--- src/rtl/pipeline_stall_controller.sv ---
// rtl/pipeline_stall_controller.sv - stall/flush sequencer for the 5-stage pipeline
// Merges load-use, memory wait and branch redirects; data-memory watchdog; perf counters.
module pipeline_stall_controller #(
    parameter int TIMEOUT = 64,
    parameter int CNT_W   = 32
) (
    input  logic             clk,
    input  logic             rst,
    input  logic             load_use_stall,
    input  logic             branch_taken,
    input  logic             imem_ready,
    input  logic             mem_access,
    input  logic             dmem_ready,
    output logic             pc_write,
    output logic             if_id_write,
    output logic             id_ex_write,
    output logic             ex_mem_write,
    output logic             if_id_flush,
    output logic             id_ex_flush,
    output logic             mem_wb_flush,
    output logic             mem_timeout,
    output logic [CNT_W-1:0] stall_cycles,
    output logic [CNT_W-1:0] flush_count
);

    typedef enum logic [1:0] {
        S_RUN   = 2'd0,
        S_DWAIT = 2'd1,
        S_ERROR = 2'd2
    } state_t;

    localparam logic [9:0] LP_LAST_WAIT = 10'(TIMEOUT - 1);

    state_t           r_state;
    logic [9:0]       r_wait_cnt;
    logic [CNT_W-1:0] r_stall_cycles;
    logic [CNT_W-1:0] r_flush_count;

    logic w_dmem_busy;
    logic w_branch_rule;

    assign w_dmem_busy = mem_access & ~dmem_ready;

    // A branch seen while memory is busy is simply outranked: EX is frozen, so the
    // same branch_taken is presented again once the access completes.
    always_comb begin
        pc_write      = 1'b0;
        if_id_write   = 1'b0;
        id_ex_write   = 1'b0;
        ex_mem_write  = 1'b0;
        if_id_flush   = 1'b0;
        id_ex_flush   = 1'b0;
        mem_wb_flush  = 1'b0;
        mem_timeout   = 1'b0;
        w_branch_rule = 1'b0;
        if (rst) begin
            mem_timeout = 1'b0;
        end else if (r_state == S_ERROR) begin
            mem_timeout = 1'b1;
        end else if (w_dmem_busy) begin
            mem_wb_flush = 1'b1;
        end else if (branch_taken) begin
            w_branch_rule = 1'b1;
            pc_write      = 1'b1;
            if_id_write   = 1'b1;
            id_ex_write   = 1'b1;
            ex_mem_write  = 1'b1;
            if_id_flush   = 1'b1;
            id_ex_flush   = 1'b1;
        end else if (load_use_stall) begin
            id_ex_write  = 1'b1;
            ex_mem_write = 1'b1;
            id_ex_flush  = 1'b1;
        end else if (!imem_ready) begin
            if_id_write  = 1'b1;
            id_ex_write  = 1'b1;
            ex_mem_write = 1'b1;
            if_id_flush  = 1'b1;
        end else begin
            pc_write     = 1'b1;
            if_id_write  = 1'b1;
            id_ex_write  = 1'b1;
            ex_mem_write = 1'b1;
        end
    end

    always_ff @(posedge clk) begin
        if (rst) begin
            r_state        <= S_RUN;
            r_wait_cnt     <= 10'd0;
            r_stall_cycles <= '0;
            r_flush_count  <= '0;
        end else begin
            case (r_state)
                S_RUN: begin
                    if (w_dmem_busy) begin
                        r_state    <= S_DWAIT;
                        r_wait_cnt <= 10'd1;
                    end
                end
                S_DWAIT: begin
                    if (!w_dmem_busy) begin
                        r_state    <= S_RUN;
                        r_wait_cnt <= 10'd0;
                    end else if (r_wait_cnt == LP_LAST_WAIT) begin
                        r_state <= S_ERROR;
                    end else begin
                        r_wait_cnt <= r_wait_cnt + 10'd1;
                    end
                end
                S_ERROR: r_state <= S_ERROR;
                default: begin
                    r_state    <= S_RUN;
                    r_wait_cnt <= 10'd0;
                end
            endcase
            if (!pc_write && (r_stall_cycles != {CNT_W{1'b1}}))
                r_stall_cycles <= r_stall_cycles + 1'b1;
            if (w_branch_rule && (r_flush_count != {CNT_W{1'b1}}))
                r_flush_count <= r_flush_count + 1'b1;
        end
    end

    assign stall_cycles = r_stall_cycles;
    assign flush_count  = r_flush_count;

endmodule

--- config.mk ---
export PLATFORM = sky130hd
export DESIGN_NAME = pipeline_stall_controller
export DESIGN_NICKNAME = d
export VERILOG_FILES = /design/src/rtl/pipeline_stall_controller.sv
export SDC_FILE = /design/constraint.sdc
export NUM_CORES = 1
export LEC_CHECK = 0
export CAP_MARGIN = 30
export CELL_PAD_IN_SITES_DETAIL_PLACEMENT = 1
export CELL_PAD_IN_SITES_GLOBAL_PLACEMENT = 1
export CORE_ASPECT_RATIO = 0.8
export CORE_UTILIZATION = 35
export CTS_CLUSTER_DIAMETER = 80
export CTS_CLUSTER_SIZE = 30
export DETAILED_ROUTE_END_ITERATION = 7
export PLACE_DENSITY_LB_ADDON = 0.1
export SLEW_MARGIN = 0
export SYNTH_ARGS = -nofsm -noshare
export SYNTH_HDL_FRONTEND = slang
export SYNTH_SLANG_ARGS = --single-unit
export TNS_END_PERCENT = 100
--- constraint.sdc ---
create_clock -name clk -period 1.9 [get_ports clk]
set_input_delay 0.38 -clock clk [delete_from_list [all_inputs] [get_ports clk]]
set_output_delay 0.38 -clock clk [all_outputs]
set_load 0.1 [all_outputs]
# Yosys cells after proc, flatten, opt, wreduce, memory -nomap -nowiden
# Cells that the tools add are included.
dict set report classes {
  multipliers 0
  n_bitwise 3
  n_reduce_logical 6
  n_div 0
  n_shift 0
  n_addsub 3
  order_cmp 0
  eq_ne 8
  muxes 42
}
# op count
set ops {}
lappend ops {{adder 32 x 1 -> 32 bit, second input constant} 2}
lappend ops {{!= test 32 bit, second input constant} 2}
lappend ops {{2-to-1 mux 1 bit} 34}
lappend ops {{2-to-1 mux 10 bit} 3}
lappend ops {{one-hot mux 10 bit (3 select lines)} 1}
lappend ops {{adder 10 x 1 -> 10 bit, second input constant} 1}
lappend ops {{equality test 10 x 6 -> 1 bit, second input constant} 1}
lappend ops {{2-to-1 mux 2 bit} 3}
lappend ops {{!= test 3 bit, second input constant} 2}
lappend ops {{one-hot mux 2 bit (3 select lines)} 1}
lappend ops {{AND reduction 3 bit} 1}
lappend ops {{equality test 2 x 1 -> 1 bit, second input constant} 1}
lappend ops {{equality test 2 bit, second input constant} 1}
lappend ops {{logical AND 1 bit} 2}
lappend ops {{zero test 2 bit} 1}
lappend ops {{!= test 2 bit, second input constant} 1}
lappend ops {{inverter 1 bit} 2}
lappend ops {{AND reduction 2 bit} 1}
lappend ops {{AND 1 bit} 1}
lappend ops {{zero test 1 bit} 1}
dict set report totals {
  mem_count 0
  romBits 0
  ramBits 0
  latchBits 0
  out_inout_bits 72
  register_bits 76
}

# Logic depth before layout (Yosys ltp)
# Gate-level depths: netlist (run 1).
dict set report depth {
  word_depth 8
  mapped_depth 8
  depth_no_buf 6
}

# Worst setup path after synthesis (run 1)
# OpenSTA, ideal clock, no wires.
dict set report synth_timing {
  path_type {input to output}
  startpoint {input port mem_access}
  endpoint {output port if_id_write}
  path_buffers 0
  slack_ns -3.615
  arrival_time_ns 5.135
  t_required_ns 1.520
  path_stages 3
  cell_sequence {nor2b_1 > nor3_1 > a21boi_0}
}
dict set report synth_between {
  elab_chain_cells 4
}
# element line
set synth_lines {}
lappend synth_lines {{start, declared} 12} ;# input logic mem_access,
lappend synth_lines {{AND 1 bit} 42} ;# assign w_dmem_busy = mem_access & ~dmem_ready;
lappend synth_lines {{2-to-1 mux 1 bit} 60} ;# end else if (w_dmem_busy) begin
lappend synth_lines {{2-to-1 mux 1 bit} 58} ;# end else if (r_state == S_ERROR) begin
lappend synth_lines {{2-to-1 mux 1 bit} 56} ;# if (rst) begin
lappend synth_lines {{end, declared} 15} ;# output logic if_id_write,
# No other way between the ends.

# Worst setup path after layout (run 1)
dict set report layout_timing {
  startpoint {register r_wait_cnt[9]}
  endpoint {register r_wait_cnt[4]}
}
dict set report layout_between {
  elab_chain_cells 3
}
# element line
set layout_lines {}
lappend layout_lines {{start, declared} 35} ;# logic [9:0] r_wait_cnt;
lappend layout_lines {{start signal, assigned} 108} ;# r_wait_cnt <= r_wait_cnt + 10'd1;
lappend layout_lines {{equality test 10 x 6 -> 1 bit} 105} ;# end else if (r_wait_cnt == LP_LAST_WAIT) begin
lappend layout_lines {{!= test 3 bit (no line)} n/a}
lappend layout_lines {{AND reduction 3 bit (no line)} n/a}
# No other way between the ends.
# A chain may end at the register's enable or synchronous reset.

==> flow_summary.json, run 1 <==
{
  "fmax_mhz": 461,
  "final_cell_count_no_fill": 892,
  "postSynth.asyncResetShare_pct": 0,
  "clkLatencyLatePin_ns": 0.36,
  "initial_core_util_pct": 35.9,
  "crit_buf_inv": 1,
  "gp_congestion": 0.859,
  "drv_slew": 0,
  "hold_viol": 0,
  "port-buffer-count": 78,
  "grt_pass1_wl_um": 29200,
  "violations": "setup timing",
  "r2r_slack_ns": -0.27,
  "grt_max_degree": 67,
  "power.density_nw_per_um2": 489,
  "synth.avg_cell_area_um2": 8.21,
  "ctsHoldBuffers": 0,
  "synth_warnings": 0,
  "fillers": 1196,
  "fin_skew_ns": 0.00839,
  "status": "complete, but fails checks",
  "ios": 79,
  "global_route.usage.total_pct": 31.1,
  "synthSimpleGateAreaFrac_pct": 33.9,
  "fin_crit_sh_pct": 114,
  "arrival_ns": 2.39,
  "critPathTopFamily": "simple AND/OR/NAND/NOR gates",
  "grt_pass1_vias": 5537,
  "peakVddDrop_mv": 0.431,
  "synth_compound_area_share_pct": 19.1,
  "synth_xor_xnor_area_share_pct": 0.851,
  "yosysUniqueCellTypes": 55,
  "holdCritPathClass": "reg2reg",
  "vias": 5709,
  "ys_seq_area_share_pct": 36.9,
  "die_w_um": 123,
  "cpMaxStageDelayCell": "a311oi_1",
  "synth_seq_cells": 76,
  "fp-row-count": 35,
  "synthAdderAreaFrac_pct": 0.911,
  "core_area_um2": 11500,
  "cts_max_path_buffers": 2,
  "die_y_um": 99.0,
  "synthMuxAreaShare_pct": 3.58,
  "maxCapViolCount": 0,
  "htree_levels": 3,
  "setup_viol": 71,
  "crit_path_end_kind": "flop",
  "hold_path_depth": 1,
  "multi_input_area_um2": 3080,
  "dr.pass1.iters": 6,
  "clock-sinks": 76,
  "dp_cells": 832,
  "drc_errors": 0,
  "synth_top_family_by_area": "simple AND/OR/NAND/NOR gates",
  "dieArea_um2": 12200,
  "crit_fanout": 4,
  "worstReg2RegStart": "r_wait_cnt[9]",
  "synth_ff_type": "dfxtp_1",
  "clk_pin_slew_ns": 0.06,
  "period_minus_slack_ns": 2.17,
  "crit_path_start": "r_wait_cnt[9]",
  "rr_endpoint": "r_wait_cnt[4]",
  "cts_root_buf": "clkbuf_16",
  "postSynthCellCount": 502,
  "wire_per_inst_um": 27.4,
  "crit_type": "reg2reg",
  "synth-edff-count": 0,
  "worstPathRequired_ns": 2.12,
  "tightestPinTransition_ns": 0.597,
  "slowest_delay_ns": 0.47,
  "overflow": 0,
  "p_leak_nw": 3.12,
  "dr.first_iter.drc_count": 440,
  "routed_wl_um": 24500,
  "dp_hpwl_um": 11300,
  "rr_worst_depth": 5,
  "final_antenna_net_count": 0,
  "p_total_mw": 4.01,
  "relSlewSlack_pct": 59.9,
  "numCtsBuffers": 9,
  "finalNetCount": 749,
  "crit_chain": "or3_1 -> nor4_2 -> buf_4 -> a21oi_1 -> a311oi_1",
  "seq_area_um2": 1750,
  "final_cell_mix": "151 x buf_4, 65 x buf_12, 59 x dfxtp_4",
  "grt_antenna_before_repair": 1,
  "startpoint_type": "flop",
  "cp-endpoint": "r_wait_cnt[4]",
  "path_depth": 5,
  "drive_gt1_share_pct": 60.5,
  "cts_tree": "yes",
  "synth_nets": 512,
  "layout_commonest_cell": "buf_4",
  "synth.cell_area_um2": 4120,
  "diodes": 0,
  "synthToLayoutAreaGrowth_pct": 98.9,
  "vias_per_cell": 6.40,
  "grt_setup_unrepaired": "true",
  "worst_slack_ns": -0.271
}
-- synthesized netlist by cell type (4+ instances only) --
| cell type | instances | area, um2 |
|---|---|---|
| xor2_1 | 4 | 35.0 |
| nor3_1 | 16 | 80.1 |
| buf_6 | 7 | 78.8 |
| a21oi_1 | 53 | 265 |
| nand3_1 | 24 | 120 |
| inv_1 | 7 | 26.3 |
| o21ai_0 | 25 | 125 |
| nor2b_1 | 14 | 87.6 |
| nor4_1 | 10 | 62.6 |
| mux2_1 | 4 | 45.0 |
| nor2_1 | 42 | 158 |
| o21a_1 | 5 | 37.5 |
| clkbuf_1 | 12 | 45.0 |
| or3_1 | 24 | 150 |
| or4_1 | 23 | 173 |
| dfxtp_1 | 76 | 1520 |
| nand4_1 | 24 | 150 |
| mux2_2 | 6 | 67.6 |
| o31ai_1 | 21 | 158 |
| nand2_1 | 42 | 158 |
| and3_1 | 6 | 37.5 |
-- sequential cells by signal (all words and copies together) (netlist names) --
name          flops
stall_cycles     32
flush_count      32
r_state           2
r_wait_cnt       10
-- worst min path at each step --
stage,startpoint,to,slack (ns)
finish,r_wait_cnt[0],r_wait_cnt[0],0.52
CTS,flush_count[4],flush_count[4],0.50
global route,r_wait_cnt[0],r_wait_cnt[0],0.52
global placement,flush_count[4],flush_count[4],0.48
detailed placement,flush_count[4],flush_count[4],0.49
floorplan,r_state[1],r_state[0],0.45
-- report_power, final --
part	leakage (nW)	switching (mW)	total, mW	internal [mW]
Sequential	0.664	0.0179	1.55	1.53
Combinational	2.29	0.339	0.551	0.212
Clock	0.165	0.761	1.91	1.15
-- worst register-to-register path, delay by kind of cell, from the launching register on --
kind | cells | cell delay (ns)
AO/OA/AOI/OAI | 2 | 0.61
buffers and inverters | 1 | 0.22
flip-flops | 1 | 0.33
AND/OR/NAND/NOR | 2 | 0.87
-- routing by layer --
metal,vias to the layer above,track usage [%],wire length (um)
li1,2392,-,-
met1,2846,36.1,9680
met2,353,55.1,12000
met3,118,6.54,1490
met4,0,12.7,1290
met5,-,0,0
-- stage by stage --
stage	TNS [ns]	util, %	worst slack (ns)	hold WS, ns	cell area (um2)
6_report	-7.77	71.4	-0.271	0.521	8190
5_1_grt	-11.75	71.4	-0.642	0.523	8190
4_1_cts	-1.43	66.7	-0.0801	0.496	7650
3_5_place_dp	-23.78	60.3	-0.463	0.486	6920
3_3_place_gp	-19.22	60.3	-0.386	0.476	6920
2_1_floorplan	-14.98	-	-0.601	0.448	4540
-- final cells by class --
class,instances,share of cell area (%)
Tap cell,148,2.26
Clock buffer,14,3.86
Sequential cell,76,21.4
Timing Repair Buffer,251,34.4
Inverter,8,0.397
Multi-Input combinational cell,393,37.6
Clock inverter,2,0.122
-- logic make-up after synthesis --
logic type,after synthesis
and+or+nand+nor,247
AOI/OAI and AO/OA,126
DFF,76
buffers and inverters,33
muxes,13
xor gates and xnor gates,4
adders and majority gates,3
-- what timing repair did --
action,CTS,global route
setup endpoints to repair,58,67
resized for setup,56,96
cloned,1,1
pin swaps,30,50
buffers inserted,25,20
No activity file was read; power rests on OpenSTA's default activity.
==> run 2: changes to the inputs <==
--- a/config.mk
+++ b/config.mk
@@ -9,7 +9,7 @@
 export CELL_PAD_IN_SITES_DETAIL_PLACEMENT = 1
 export CELL_PAD_IN_SITES_GLOBAL_PLACEMENT = 1
 export CORE_ASPECT_RATIO = 0.8
-export CORE_UTILIZATION = 35
+export CORE_UTILIZATION = 39
 export CTS_CLUSTER_DIAMETER = 80
 export CTS_CLUSTER_SIZE = 30
 export DETAILED_ROUTE_END_ITERATION = 7
==> constraint.sdc (replaced) <==
create_clock -name clk -period 2.3 [get_ports clk]
set_input_delay 0.46 -clock clk [delete_from_list [all_inputs] [get_ports clk]]
set_output_delay 0.46 -clock clk [all_outputs]
set_load 0.1 [all_outputs]
==> run 2 against run 1 <==
Against the previous run: the flow now finishes without violations; sequential power fell by 15%; utilization fell by 15 points; clock power fell by 30%; global-route usage fell by 6.4 points; critical path type is now in2out; largest power group unchanged.
==> flow_summary.json, run 2 (synthesis gave the netlist of run 1 again) <==
{
  "port-buffer-count": 78,
  "arrival_ns": 1.78,
  "worst_slack_ns": 0.0639,
  "gp_congestion": 0.808,
  "hold_viol": 0,
  "wire_per_inst_um": 17.4,
  "peakVddDrop_mv": 0.286,
  "vias_per_cell": 5.75,
  "final_antenna_net_count": 0,
  "fp-row-count": 33,
  "drc_errors": 0,
  "drv_slew": 0,
  "critPathTopFamily": "buffers and inverters",
  "die_w_um": 117,
  "crit_fanout": 7,
  "core_area_um2": 10200,
  "clock-sinks": 76,
  "worst_hold_slack_ns": 0.494,
  "multi_input_area_um2": 2530,
  "grt_pass1_vias": 4270,
  "initial_core_util_pct": 40.2,
  "fmax_mhz": 447,
  "startpoint_type": "input port",
  "fin_skew_ns": 0.00902,
  "fillers": 1242,
  "cts_root_buf": "clkbuf_16",
  "drive_gt1_share_pct": 38.2,
  "routed_wl_um": 13200,
  "die_y_um": 93.9,
  "grt_max_degree": 45,
  "maxCapViolCount": 0,
  "dp_cells": 740,
  "status": "finished clean",
  "period_minus_slack_ns": 2.24,
  "setup_viol": 0,
  "clk_pin_slew_ns": 0.05,
  "crit_type": "in2out",
  "synthToLayoutAreaGrowth_pct": 40.1,
  "holdCritPathClass": "reg2reg",
  "relSlewSlack_pct": 67.7,
  "dp_slack_ns": -0.290,
  "dieArea_um2": 11000,
  "numCtsBuffers": 9,
  "dr.pass1.iters": 4,
  "dp_hpwl_um": 9560,
  "crit_chain": "clkdlybuf4s50_1 -> nor2b_2 -> o2111ai_4 -> buf_6 -> inv_1 -> buf_12",
  "layout_commonest_cell": "buf_4",
  "vias": 4355,
  "final_cell_count_no_fill": 758,
  "grt_pass1_wl_um": 21400,
  "worstPathRequired_ns": 1.84,
  "finalNetCount": 623,
  "slowest_delay_ns": 0.48,
  "tightestPinTransition_ns": 0.484,
  "cts_tree": "yes",
  "power.density_nw_per_um2": 514,
  "grt_setup_unrepaired": "false",
  "htree_levels": 3,
  "dr.first_iter.drc_count": 264,
  "overflow": 0,
  "final_cell_mix": "107 x buf_4, 53 x a21oi_1, 42 x nand2_1",
  "global_route.usage.total_pct": 24.7,
  "fin_area_um2": 5770,
  "fin_crit_sh_pct": 97.2,
  "cpMaxStageDelayCell": "clkdlybuf4s50_1",
  "clkLatencyLatePin_ns": 0.34,
  "cts_max_path_buffers": 2,
  "seq_area_um2": 1660,
  "grt_antenna_before_repair": 0,
  "p_leak_nw": 2.11,
  "crit_path_end_kind": "output port",
  "crit_buf_inv": 4,
  "ios": 79,
  "placed_area_um2": 5400,
  "diodes": 0
}
-- run 2: cell types whose count changed in the layout (fill, tap and decap cells not counted), moves of 19 or more --
cell | before | now
buf_6 | 24 | 1
a21oi_2 | 19 | 0
buf_12 | 65 | 11
a21oi_1 | 34 | 53
dfxtp_4 | 59 | 24
dfxtp_2 | 8 | 41
buf_4 | 151 | 107
-- run 2: what timing repair did --
item,in CTS,in global routing
setup buffers,0,2
gates resized for setup,2,15
hold buffers,0,0
pin swaps,0,2
endpoints found under the setup margin,1,19
-- run 2: area by class of cell --
type / count / area share, %
Multi-Input combinational cell: 393 / 43.9
Sequential cell: 76 / 28.8
Timing Repair Buffer: 125 / 19.0
Clock buffer: 14 / 4.58
Tap cell: 140 / 3.04
Inverter: 8 / 0.520
Clock inverter: 2 / 0.173
-- run 2: per-stage QoR --
stage | power [mW] | util, % | setup TNS, ns
finish | 2.97 | 56.4 | 0
detailed placement | 1.67 | 52.7 | -4.80
global route | 3.07 | 56.4 | 0
global placement | 1.66 | 52.7 | -1.80
floorplan | 1.55 | - | -2.02
CTS | 2.99 | 55.5 | -0.0212
-- run 2: final timing paths --
check	startpoint	to	slack (ns)	depth (start not counted)
worst max-delay path	imem_ready	pc_write	0.06	6
worst min-delay path	stall_cycles[17]	stall_cycles[17]	0.49	2
worst max register to register	flush_count[6]	flush_count[11]	0.11	6
worst min register to register	stall_cycles[17]	stall_cycles[17]	0.49	2
-- run 2: where the power goes --
group | internal, mW | total (mW) | switching (mW)
logic | 0.106 | 0.323 | 0.217
clock network | 0.788 | 1.33 | 0.538
registers | 1.30 | 1.32 | 0.0150
-- run 2: worst register-to-register path: stages, from the launching register on --
cell and delay, ns:
dfxtp_4 0.37, nand4_1 0.27, nor4b_2 0.45, nor4b_4 0.35
buf_4 0.25, nor4_1 0.08, mux2_4 0.30
-- run 2: per-layer routing --
metal	global-route usage (%)	wire length (um)
met1	33.7	6460
met4	6.54	157
met5	0	0
met2	39.8	6120
met3	4.71	451
